===== config.mk =====
export PLATFORM = sky130hd
export DESIGN_NAME = pkg_sched
export DESIGN_NICKNAME = d
export VERILOG_FILES = /design/src/rtl/pkg_sched.sv
export SDC_FILE = /design/constraint.sdc
export NUM_CORES = 1
export LEC_CHECK = 0
export BUFFER_PORTS_ARGS = -buffer_cell sky130_fd_sc_hd__buf_2
export CAP_MARGIN = 20
export CORE_ASPECT_RATIO = 1.25
export CORE_MARGIN = 2
export CORE_UTILIZATION = 31
export DETAILED_ROUTE_END_ITERATION = 16
export RECOVER_POWER = 100
export SLEW_MARGIN = 5
export SYNTH_ARGS = -nofsm -noshare
export SYNTH_HDL_FRONTEND = slang
export SYNTH_SLANG_ARGS = --single-unit

===== constraint.sdc =====
create_clock -name clk_sys -period 2.6 [get_ports clk_sys]
set_input_delay 0.13 -clock clk_sys [delete_from_list [all_inputs] [get_ports clk_sys]]
set_output_delay 0.13 -clock clk_sys [all_outputs]
set_load 0.05 [all_outputs]

===== src/rtl/pkg_sched.sv =====
// Packet scheduler: round-robin arbiter over four sources that frames each packet as a header plus PKT_LEN payload words.
// Optional word timeout enabled by defining PKG_SCHED_TIMEOUT_EN; without it sched_err is tied low.
`timescale 1ns/1ps

module pkg_sched #(
  parameter int PKT_LEN    = 8,
  parameter int TIMEOUT_US = 100
) (
  input  logic        clk_sys,
  input  logic        rst_n,
  input  logic        pluse_us,
  input  logic [5:0]  dev_id,
  input  logic [3:0]  chip_req,
  output logic [3:0]  chip_gnt,
  input  logic [15:0] chip_d,
  input  logic        chip_vld,
  output logic        chip_rdy,
  output logic [15:0] pkg_d,
  output logic        pkg_vld,
  input  logic        pkg_done,
  output logic        sched_err,
  input  logic        err_clr
);

  typedef enum logic [1:0] {IDLE, HDR, DATA, WAIT_DONE} state_t;

  localparam logic [5:0] LEN = 6'(PKT_LEN);

  state_t     state, next_state;
  logic [5:0] word_cnt;
  logic [1:0] ch;
  logic [1:0] rr_ptr;
  logic [1:0] win_ch;
  logic       all_in;
  logic       accept;
  logic       timed_out;

  assign all_in   = (word_cnt == LEN);
  assign chip_rdy = (state == DATA) && !all_in && !timed_out;
  assign accept   = chip_vld && chip_rdy;

  // Scan downwards so the requester closest after rr_ptr is the last to overwrite win_ch.
  always_comb begin
    win_ch = rr_ptr;
    for (int i = 3; i >= 0; i--) begin
      if (chip_req[rr_ptr + 2'(i)]) win_ch = rr_ptr + 2'(i);
    end
  end

  always_ff @(posedge clk_sys) begin
    if (!rst_n) state <= IDLE;
    else        state <= next_state;
  end

  // DATA lingers one extra cycle after the last word so its pkg_vld pulse never lands in WAIT_DONE.
  always_comb begin
    next_state = state;
    unique case (state)
      IDLE:      if (|chip_req) next_state = HDR;
      HDR:       next_state = DATA;
      DATA:      if (all_in) next_state = WAIT_DONE;
      WAIT_DONE: if (pkg_done) next_state = IDLE;
      default:   next_state = IDLE;
    endcase
  end

  always_ff @(posedge clk_sys) begin
    if (!rst_n) begin
      chip_gnt <= 4'b0000;
      pkg_d    <= 16'h0000;
      pkg_vld  <= 1'b0;
      word_cnt <= 6'd0;
      ch       <= 2'd0;
      rr_ptr   <= 2'd0;
    end else begin
      pkg_vld <= 1'b0;
      case (state)
        IDLE: begin
          if (|chip_req) begin
            ch       <= win_ch;
            chip_gnt <= 4'b0001 << win_ch;
            pkg_d    <= {4'hA, dev_id, 4'h0, win_ch};
            pkg_vld  <= 1'b1;
            word_cnt <= 6'd0;
          end
        end
        DATA: begin
          if (timed_out && !all_in) begin
            pkg_d    <= 16'hFFFF;
            pkg_vld  <= 1'b1;
            word_cnt <= word_cnt + 6'd1;
          end else if (accept) begin
            pkg_d    <= chip_d;
            pkg_vld  <= 1'b1;
            word_cnt <= word_cnt + 6'd1;
          end
        end
        WAIT_DONE: begin
          if (pkg_done) begin
            chip_gnt <= 4'b0000;
            rr_ptr   <= ch + 2'd1;
          end
        end
        default: ;
      endcase
    end
  end

`ifdef PKG_SCHED_TIMEOUT_EN
  logic [7:0] to_cnt;
  logic       to_hit;

  // Only a pulse in a cycle that accepted no word can complete the timeout.
  assign to_hit = chip_rdy && !chip_vld && pluse_us && (to_cnt == 8'(TIMEOUT_US - 1));

  always_ff @(posedge clk_sys) begin
    if (!rst_n) begin
      to_cnt    <= 8'd0;
      timed_out <= 1'b0;
      sched_err <= 1'b0;
    end else begin
      if (state != DATA || accept)  to_cnt <= 8'd0;
      else if (chip_rdy && pluse_us) to_cnt <= to_cnt + 8'd1;

      if (state != DATA) timed_out <= 1'b0;
      else if (to_hit)   timed_out <= 1'b1;

      if (to_hit)       sched_err <= 1'b1;
      else if (err_clr) sched_err <= 1'b0;
    end
  end
`else
  logic unused_cfg;

  assign timed_out  = 1'b0;
  assign sched_err  = 1'b0;
  assign unused_cfg = ^{pluse_us, err_clr};
`endif

endmodule


==> results_dict.tcl, run 1 <==
set metrics [dict create \
    tritoncts_clock_tree "built" \
    critPathMaxFanout 7 \
    clk_pin_slew_ns 0.07 \
    grt.met1_usage_pct 16.55 \
    grt_antenna_before_repair 0 \
    reg2reg_from "state[0]" \
    detailedPlace.worstSlack_ns 0.5590 \
    final_setup_vio_count 0 \
    worstSetupStartpoint "state[0]" \
    syn-mean-instance-area_sq_um 8.554 \
    synthesis_warnings 0 \
    die_h_um 83.67 \
    cts_repair_resize_count 0 \
    worst_skew_pair.late_latency_ns 0.28 \
    clockRootBuffer "sky130_fd_sc_hd__clkbuf_8" \
    post_synth_net_total 222 \
    finalSetupTns_ns 0 \
    holdCritStartpoint "chip_vld" \
    share_of_layout_cells_above_drive_strength_1_pct 17.45 \
    post-cts-setup-buffer-count 0 \
    critPathLaunchType "flip-flop" \
    ys_dominant_reg_cell "sky130_fd_sc_hd__dfxtp_1" \
    muxShareOfSynthArea_pct 5.087 \
    drt_pass_1_iters 4 \
    critical_path_required_ns 2.74 \
    final.setup_skew_ns 0.005952 \
    synth_top_family_by_area "simple AND/OR/NAND/NOR gates" \
    die_area_sq_mm 0.005667 \
    period_utilization_pct 80.47 \
    timing.final.hold_violations 0 \
    detailed_place_hpwl_um 2432 \
    drt_drc_violations_left 0 \
    worst_hold_path_type "in2reg" \
    maximum_ir_drop_on_the_vdd_rail_v 0.0004474 \
    grt_pass1_wl_um 5713 \
    area_growth_syn_to_layout_pct 22.58 \
    outcome "finished clean" \
    die_x_um 67.74 \
    worst-setup-path-type "reg2reg" \
    finalCriticalPeriod_ns 2.092 \
    timing.critical_path.arrival_ns 2.23 \
    io_pins 55 \
    rsz0062_at_grt "no" \
    floorplan.rows 29 \
    max_slew_headroom_pct 51.24 \
    cp-endpoint "pkg_d[13]" \
    pin_count_of_the_biggest_net_entering_global_routing 27 \
    synth_area_sq_mm 0.001574 \
    wl_per_cell_um 11.50 \
    synth.lib_cells_used.distinct 42 \
    synth-xor-area-share_pct 2.226 \
    synth_top_area_share_pct 41.97 \
    ctsHtreeMaxLevel 2 \
    finalNetCount 273 \
    floorplan.initialDensity_pct 31.66 \
    postSynthCellCount 184 \
    cellPowerDensity_mw_per_mm2 1064 \
    routabilityCongestion 0.8226 \
    sink_count_of_the_clock_tree 33 \
    layoutNonFillerInstCount 297 \
    synth_edf_count 0 \
    maxClockFrequency_ghz 0.4780 \
    rrSetupSlack_ns 0.51 \
    synthSimpleGateAreaFrac_pct 23.61 \
    arithmetic_cell_share_of_the_synthesized_area_counting_full_adders_half_adders_and_majority_gates_pct 4.769 \
    ys_seq_area_share_pct 41.97 \
    cellLeakagePower_nw 0.7522 \
    clockBufferDepth 2 \
    grt_util_all_layers_pct 13.12 \
    synth_top_area_cell "sky130_fd_sc_hd__dfxtp_1" \
    grt-busiest-layer "met2" \
    yosys_register_bits 33 \
    global_route.overflow_total 0 \
    hold_buffers 0 \
    grt_use_met3_pct 4.049 \
    drt_wl_total_um 3416 \
    worstRegToRegCells 8 \
    asyncSetResetFlopFracSynth_pct 0 \
    synth_area_in_compound_gates_pct 17.65 \
    drt-initial-drc-count 24 \
    grt_util_met2_pct 20.50 \
    maxCapViolCount 0 \
    cp-end-kind "flip-flop" \
    finalMaxSlewViolations 0 \
    post-place-cells 290 \
    post_drt_via_cell_ratio 4.768 \
    mostFrequentLayoutCells "sky130_fd_sc_hd__dfxtp_1, sky130_fd_sc_hd__buf_2, sky130_fd_sc_hd__clkbuf_1" \
    timing.rr.end "pkg_d[13]" \
    mostFrequentLayoutCell "sky130_fd_sc_hd__dfxtp_1" \
    setup_ws_ns 0.5079 \
    cts_buffers 5 \
    synth_area_leaders "sky130_fd_sc_hd__dfxtp_1, sky130_fd_sc_hd__a21oi_1, sky130_fd_sc_hd__mux2i_1" \
    vias_in_the_first_global_route 1288 \
    route.vias.total 1416 \
    antenna_violating_nets_remaining 0 \
    antenna_cells_inserted 0 \
    buffer_ports.inserted 51 \
    placeable_core_region_sq_mm 0.004971 \
    max_slew.worst_pin.slew_ns 0.7270 \
]
[logic make-up after synthesis]
| logic type | Yosys count |
|---|---|
| compound gates | 44 |
| xor+xnor | 4 |
| flops | 33 |
| buf+inv | 16 |
| mux | 8 |
| simple gates | 72 |
| other cells | 1 |
| fa+ha+maj | 6 |
[through the flow]
step / instance area (sq um) / hold slack, ns / total power [mW] / utilization [%]
5_1_grt: 1929 / 0.09725 / 2.199 / 38.81
4_1_cts: 1972 / 0.09692 / 2.127 / 39.67
3_5_place_dp: 1882 / 0.3938 / 1.726 / 37.86
3_3_place_gp: 1882 / 0.3970 / 1.718 / 37.86
6_report: 1929 / 0.1084 / 2.053 / 38.81
2_1_floorplan: 1574 / 0.2462 / 1.493 / -
[how the worst min path moves through the flow]
stage | endpoint | slack, ns | cells after the start
2_1_floorplan | rr_ptr[1] | 0.25 | 1
3_3_place_gp | pkg_d[15] | 0.40 | 3
3_5_place_dp | pkg_vld | 0.39 | 3
4_1_cts | pkg_vld | 0.1 | 3
5_1_grt | pkg_vld | 0.1 | 3
6_report | pkg_vld | 0.11 | 3
[flip-flops by register name, summed over array words and instances (netlist names)]
| signal | cells |
|---|---|
| pkg_d | 16 |
| word_cnt | 6 |
| chip_gnt | 4 |
| ch | 2 |
| rr_ptr | 2 |
| state | 2 |
| pkg_vld | 1 |
[Yosys cell counts (2+ instances only)]
master,count
sky130_fd_sc_hd__inv_1,5
sky130_fd_sc_hd__a21oi_1,19
sky130_fd_sc_hd__o211ai_1,2
sky130_fd_sc_hd__and2_1,3
sky130_fd_sc_hd__o21ai_0,7
sky130_fd_sc_hd__clkbuf_1,3
sky130_fd_sc_hd__nor3b_1,3
sky130_fd_sc_hd__nor3_1,3
sky130_fd_sc_hd__nand3_1,12
sky130_fd_sc_hd__a211oi_1,6
sky130_fd_sc_hd__nand2_1,17
sky130_fd_sc_hd__a311oi_1,2
sky130_fd_sc_hd__mux2i_1,8
sky130_fd_sc_hd__and3_1,2
sky130_fd_sc_hd__xor2_1,3
sky130_fd_sc_hd__nor2_1,18
sky130_fd_sc_hd__nand3b_1,2
sky130_fd_sc_hd__dfxtp_1,33
sky130_fd_sc_hd__a32oi_1,2
sky130_fd_sc_hd__nor2b_1,3
sky130_fd_sc_hd__buf_2,5
sky130_fd_sc_hd__ha_1,6
[area by class of cell]
type,instances,area (sq um)
timing repair buffer,54,245.2
inverter,6,22.52
tap,62,77.57
sequential,33,660.6
fill,530,3042
clock inverter,1,7.507
multi-input combinational,135,833.3
clock buffer,6,82.58
[where the power goes]
| part | switching [mW] | internal, mW | total [mW] |
|---|---|---|---|
| Combinational | 0.725 | 0.251 | 0.976 |
| Sequential | 0.0643 | 0.624 | 0.688 |
| Clock | 0.180 | 0.209 | 0.389 |
[critical path, stage by stage, from the launching register on]
cell	delay, ns
sky130_fd_sc_hd__dfxtp_1	0.33
sky130_fd_sc_hd__inv_1	0.09
sky130_fd_sc_hd__ha_1	0.28
sky130_fd_sc_hd__nor2b_1	0.16
sky130_fd_sc_hd__a31oi_1	0.35
sky130_fd_sc_hd__nand2_1	0.26
sky130_fd_sc_hd__clkbuf_1	0.22
sky130_fd_sc_hd__nor3b_1	0.20
sky130_fd_sc_hd__nor3_1	0.07
[layer usage]
metal,wire length (um),share of wire (%)
met3,166,4.9
met1,1577,46
met4,59,1.7
met2,1613,47
met5,0,0
Note: power is estimated with default switching activity, not from simulation.
==> run 2: changes to the inputs <==
Settings changed: ABC_AREA set to 1.
Clock period 2.6 ns to 2 ns, I/O delays scaled along.
==> run 2 against run 1 <==
  * Die area grew 15%
  * Flip-flop and latch count unchanged
  * First-iteration DRC count grew 75%
  * Clock-buffer cell count rose by 1
  * Non-clock buffer count did not move
  * Fmax grew 19%
  * Critical path type unchanged
  * Critical endpoint is now pkg_d[7]
==> results_dict.tcl, run 2 <==
set metrics [dict create \
    area_growth_syn_to_layout_pct 16.76 \
    post-cts-setup-buffer-count 0 \
    yosys_register_bits 33 \
    route.vias.total 1658 \
    synth.lib_cells_used.distinct 33 \
    share_of_total_power_in_combinational_logic_pct 52.9 \
    die_h_um 89.89 \
    ys_dominant_reg_cell "sky130_fd_sc_hd__dfxtp_1" \
    maxCapViolCount 0 \
    timing.critical_path.arrival_ns 1.97 \
    critical_path_required_ns 2.21 \
    maxClockFrequency_ghz 0.5705 \
    drt_drc_violations_left 0 \
    die_x_um 72.71 \
    io_pins 55 \
    post_drt_via_cell_ratio 4.670 \
    max_flop_register "pkg_d" \
    worst_skew_pair.late_latency_ns 0.28 \
    final.setup_skew_ns 0.001770 \
    clockBufferDepth 2 \
    cts_buffers 5 \
    grt_util_all_layers_pct 13.68 \
    share_of_layout_cells_above_drive_strength_1_pct 21.45 \
    synth_area_leaders "sky130_fd_sc_hd__dfxtp_1, sky130_fd_sc_hd__nand2_1, sky130_fd_sc_hd__a21oi_1" \
    power.share.switching_pct 50.83 \
    drt-initial-drc-count 42 \
    finalCriticalPeriod_ns 1.753 \
    synth_edf_count 0 \
    timing.final.hold_violations 0 \
    worst_hold_path_type "in2reg" \
    hold_buffers 0 \
    vias_in_the_first_global_route 1634 \
    rsz0062_at_grt "no" \
    antenna_cells_inserted 0 \
    sink_count_of_the_clock_tree 33 \
    cellPowerDensity_mw_per_mm2 1444 \
    max_slew_headroom_pct 59.44 \
    ys_seq_area_share_pct 36.11 \
    buffer_ports.inserted 51 \
    grt_pass1_wl_um 7127 \
    die_area_sq_mm 0.006535 \
    power_share_of_the_clock_group_pct 16.1 \
    grt_antenna_before_repair 0 \
    floorplan.initialDensity_pct 31.87 \
    clockRootBuffer "sky130_fd_sc_hd__clkbuf_8" \
    finalMaxSlewViolations 0 \
    hold_slack_ns 0.05448 \
    cts_repair_resize_count 0 \
    power_report.internal_total_mw 1.517 \
    synth_top_area_share_pct 36.11 \
    outcome "finished clean" \
    critPathMaxFanout 27 \
    mostFrequentLayoutCell "sky130_fd_sc_hd__nand2_1" \
    detailed_place_hpwl_um 2898 \
    worst-setup-path-type "reg2reg" \
    synth_most_common_cell "sky130_fd_sc_hd__nand2_1" \
    synth_commonest_cells "sky130_fd_sc_hd__nand2_1, sky130_fd_sc_hd__dfxtp_1, sky130_fd_sc_hd__a21oi_1" \
    maximum_ir_drop_on_the_vdd_rail_v 0.0007267 \
    wl_per_cell_um 11.16 \
    global_route.overflow_total 0 \
    syn-mean-instance-area_sq_um 7.718 \
    switching_power_mw 1.568 \
    final_setup_vio_count 0 \
    worstHoldPathCells 3 \
    post_synth_net_total 275 \
    tritoncts_clock_tree "built" \
    routabilityCongestion 0.8679 \
    largest_registers_ranked_by_flip_flop_count "pkg_d x16, word_cnt x6, chip_gnt x4" \
    ctsHtreeMaxLevel 2 \
    final_core_utilization_pct 37.21 \
    power.share.sequential_pct 31.0 \
    synth_top_area_cell "sky130_fd_sc_hd__dfxtp_1" \
    synth_area_sq_mm 0.001829 \
    asyncSetResetFlopFracSynth_pct 0 \
    placeable_core_region_sq_mm 0.005741 \
    cp-end-kind "flip-flop" \
    period_utilization_pct 87.63 \
    max_slew.worst_pin.slew_ns 0.6111 \
    synthesis_warnings 0 \
    postSynthCellCount 237 \
    critPathLaunchType "flip-flop" \
    drt_pass_1_iters 4 \
    finalSetupTns_ns 0 \
    worstRegToRegCells 10 \
    drt_wl_total_um 3961 \
    antenna_violating_nets_remaining 0 \
    floorplan.rows 31 \
    pin_count_of_the_biggest_net_entering_global_routing 28 \
    largest_register_ff_count 16 \
    cellLeakagePower_nw 0.9158 \
    mostFrequentLayoutCells "sky130_fd_sc_hd__nand2_1, sky130_fd_sc_hd__dfxtp_1, sky130_fd_sc_hd__buf_2" \
    finalNetCount 327 \
    clk_pin_slew_ns 0.06 \
]
## run 2: cell count changes in the layout (fill, tap and decap cells not counted), sizes merged, moves of 3 or more
cell,delta
a211oi,-5
a21oi,+12
and2,-4
inv,+18
nand2,+45
nand3,+6
nand4,+3
nor2,-5
nor2b,-4
nor3b,-3
o21ai,+11
## run 2: worst max-delay path, stage by stage, from the launching register on
cell and delay (ns):
sky130_fd_sc_hd__dfxtp_1 0.31, sky130_fd_sc_hd__inv_1 0.12, sky130_fd_sc_hd__ha_2 0.27, sky130_fd_sc_hd__inv_4 0.09, sky130_fd_sc_hd__nor2_4 0.13, sky130_fd_sc_hd__nand2_2 0.07, sky130_fd_sc_hd__o21ai_2 0.08, sky130_fd_sc_hd__nand2_4 0.18
sky130_fd_sc_hd__inv_8 0.19, sky130_fd_sc_hd__o21ai_0 0.10, sky130_fd_sc_hd__a21oi_1 0.13
## run 2: logic make-up (layout without fill, tap and decap cells)
kind of cell / after synthesis / count (layout) / synth area share (%)
other cells: 1 / 1 / 0.2050
flops: 33 / 33 / 36.11
compound gates: 52 / 52 / 16.69
mux: 6 / 6 / 3.283
simple gates: 101 / 101 / 26.81
buf+inv: 33 / 85 / 10.40
fa+ha+maj: 6 / 6 / 4.104
xor+xnor: 5 / 5 / 2.394
## run 2: path summary, 6_finish.rpt
path,to,from,slack (ns)
setup / recovery,pkg_d[7],state[0],0.25
hold / removal,pkg_d[15],chip_d[15],0.05
setup reg to reg,pkg_d[7],state[0],0.25
hold reg to reg,pkg_d[12],pkg_d[12],0.47
## run 2: power by group through the flow
| stage | Combinational (mW) | Clock, mW | Sequential (mW) |
|---|---|---|---|
| 3_3_place_gp | 1.70 | 0 | 0.966 |
| 2_1_floorplan | 1.01 | 0 | 1.43 |
| 4_1_cts | 1.72 | 0.514 | 0.956 |
| 3_5_place_dp | 1.72 | 0 | 0.964 |
| 5_1_grt | 1.81 | 0.551 | 0.987 |
| 6_report | 1.63 | 0.496 | 0.957 |
## run 2: cell type report
class	instances	area, sq um
inverters	24	102.6
clock buffers	7	86.33
fillers	633	3605
multi-input cells	171	952.2
well taps	66	82.58
flip-flops and latches	33	660.6
repair buffers	54	251.5
## run 2: through the flow
step	setup WS, ns	cells	power, mW	area [sq um]
2_1_floorplan	0.1812	237	2.438	1829
3_3_place_gp	0.2041	348	2.670	2102
3_5_place_dp	0.1534	348	2.682	2102
4_1_cts	0.1380	355	3.189	2188
5_1_grt	0.03944	355	3.348	2136
6_report	0.2473	355	3.084	2136
## run 2: metal layers
metal	vias to the layer above	track usage [%]	share of wire, %
li1	877	-	-
met1	738	16.67	45
met2	38	22.35	48
met3	5	4.036	4.7
met4	0	5.093	1.9
met5	-	0	0
==> run 3: changes to the inputs <==
Settings changed: CTS_BUF_LIST set to sky130_fd_sc_hd__clkbuf_8.
==> run 3 against run 2 <==
  * Clock power decreased by 1%
  * Sequential power is essentially flat
  * Worst setup slack about the same
  * Critical path depth stayed put
  * Non-clock buffer count unchanged
==> results_dict.tcl, run 3 (synthesized netlist as in run 2, its figures left out) <==
set metrics [dict create \
    cp-end-kind "flip-flop" \
    timing.critical_path.arrival_ns 1.97 \
    reg2reg_from "state[0]" \
    drt_pass_1_iters 4 \
    power.share.sequential_pct 31.1 \
    area_of_combinational_cells_with_multiple_inputs_sq_um 952.2 \
    antenna_cells_inserted 0 \
    timing.final.hold_violations 0 \
    floorplan.rows 31 \
    cts_repair_resize_count 0 \
    worst-setup-path-type "reg2reg" \
    route.vias.total 1658 \
    hold_buffers 0 \
    maximum_ir_drop_on_the_vdd_rail_v 0.0007267 \
    grt_util_all_layers_pct 13.68 \
    worst_hold_path_type "in2reg" \
    crit_buf_inv 3 \
    switching_power_mw 1.568 \
    fillers 633 \
    vias_in_the_first_global_route 1634 \
    placeable_core_region_sq_mm 0.005741 \
    max_slew_headroom_pct 59.44 \
    finalMaxSlewViolations 0 \
    sink_count_of_the_clock_tree 33 \
    mostFrequentLayoutCells "sky130_fd_sc_hd__nand2_1, sky130_fd_sc_hd__dfxtp_1, sky130_fd_sc_hd__buf_2" \
    die_h_um 89.89 \
    maxCapViolCount 0 \
    cellLeakagePower_nw 0.9200 \
    outcome "finished clean" \
    critPathLaunchType "flip-flop" \
    holdCritStartpoint "chip_d[15]" \
    rrSetupSlack_ns 0.25 \
    finalCriticalPeriod_ns 1.752 \
    worst_skew_pair.late_latency_ns 0.28 \
    power_report.internal_total_mw 1.511 \
    final.setup_skew_ns 0.001770 \
    buffer_ports.inserted 51 \
    clockBufferDepth 2 \
    rsz0062_at_grt "no" \
    final_setup_vio_count 0 \
    layout.area.seq_sq_um 660.6 \
    cts_buffers 5 \
    antenna_violating_nets_remaining 0 \
    clk_pin_slew_ns 0.06 \
    global_route.overflow_total 0 \
    grt_pass1_wl_um 7127 \
    period_utilization_pct 87.62 \
    largest_registers_ranked_by_flip_flop_count "pkg_d x16, word_cnt x6, chip_gnt x4" \
    cellPowerDensity_mw_per_mm2 1442 \
    post_drt_via_cell_ratio 4.670 \
    post-cts-setup-buffer-count 0 \
    max_flop_register "pkg_d" \
    power_share_of_the_clock_group_pct 15.9 \
    drt_wl_total_um 3961 \
    wl_per_cell_um 11.16 \
    placement.cell_area_sq_mm 0.002102 \
    critPathMaxFanout 27 \
    slowest_delay_ns 0.31 \
    power.share.switching_pct 50.92 \
    floorplan.initialDensity_pct 31.87 \
    critical_path.cell_chain "inv_1 > ha_2 > inv_4 > nor2_4 > nand2_2 > o21ai_2 > nand2_4 > inv_8 > o21ai_0 > a21oi_1" \
    clockRootBuffer "sky130_fd_sc_hd__clkbuf_8" \
    timing.rr.end "pkg_d[7]" \
    critical_path_required_ns 2.21 \
    share_of_total_power_in_combinational_logic_pct 53.0 \
    worstHoldPathCells 3 \
    area_growth_syn_to_layout_pct 16.76 \
    max_slew.worst_pin.slew_ns 0.6111 \
    finalNetCount 327 \
    ctsHtreeMaxLevel 2 \
    detailed_place_hpwl_um 2898 \
    pin_count_of_the_biggest_net_entering_global_routing 28 \
    io_pins 55 \
    routabilityCongestion 0.8679 \
    die_area_sq_mm 0.006535 \
    tritoncts_clock_tree "built" \
    largest_register_ff_count 16 \
    drt_drc_violations_left 0 \
    drt-initial-drc-count 41 \
    postLayoutCellArea_sq_mm 0.002136 \
    mostFrequentLayoutCell "sky130_fd_sc_hd__nand2_1" \
    worst_hold_endpoint "pkg_d[15]" \
    grt_antenna_before_repair 0 \
    finalSetupTns_ns 0 \
    share_of_layout_cells_above_drive_strength_1_pct 21.45 \
    cp_slowest_cell "sky130_fd_sc_hd__dfxtp_1" \
    critical-path-top-delay-family "buffers and inverters" \
    worstRegToRegCells 10 \
    die_x_um 72.71 \
    maxClockFrequency_ghz 0.5706 \
]
[run 3: routing by layer]
| layer | wire (um) | up-vias | global-route usage (%) | part of all wire (%) |
|---|---|---|---|---|
| li1 | - | 877 | - | - |
| met1 | 1785 | 738 | 16.67 | 45 |
| met2 | 1915 | 38 | 22.35 | 48 |
| met3 | 185 | 5 | 4.036 | 4.7 |
| met4 | 74 | 0 | 5.093 | 1.9 |
| met5 | 0 | - | 0 | 0 |
[run 3: power groups by stage]
stage | clock, mW | sequential, mW | combinational, mW
final | 0.491 | 0.957 | 1.63
after global routing | 0.546 | 0.987 | 1.81
after CTS | 0.509 | 0.956 | 1.72
after global placement | 0 | 0.966 | 1.70
after detailed placement | 0 | 0.964 | 1.72
after floorplan | 0 | 1.43 | 1.01
[run 3: final cells by class]
class	instances	area share [%]
Clock buffer	6	3.866
Clock inverter	1	0.1757
Inverter	24	4.804
Multi-Input combinational cell	171	44.58
Sequential cell	33	30.93
Tap cell	66	3.866
Timing Repair Buffer	54	11.78
[run 3: worst max-delay path by stage]
stage                 to  slack (ns)     start  depth (start not counted)
4_1_cts         pkg_d[7]        0.14  state[0]                         10
3_3_place_gp    pkg_d[9]        0.20  state[0]                         10
2_1_floorplan  pkg_d[13]        0.18  state[0]                         11
5_1_grt        pkg_d[10]        0.04  state[0]                         10
3_5_place_dp    pkg_d[6]        0.15  state[0]                         10
6_report        pkg_d[7]        0.25  state[0]                         10
[run 3: tightest hold or removal path: stages]
cell and delay [ns]:
sky130_fd_sc_hd__buf_2 0.07, sky130_fd_sc_hd__nor3_1 0.04, sky130_fd_sc_hd__nor2_1 0.09
[run 3: metrics by stage]
step           total power [mW]  hold WS [ns]  cells  setup slack [ns]  util [%]
2_1_floorplan             2.438        0.2384    237            0.1812         -
3_3_place_gp              2.670        0.3299    348            0.2041     36.62
3_5_place_dp              2.682        0.3353    348            0.1534     36.62
4_1_cts                   3.184       0.04594    355            0.1383     38.12
5_1_grt                   3.343       0.05844    355           0.03955     37.21
6_report                  3.080       0.05448    355            0.2476     37.21
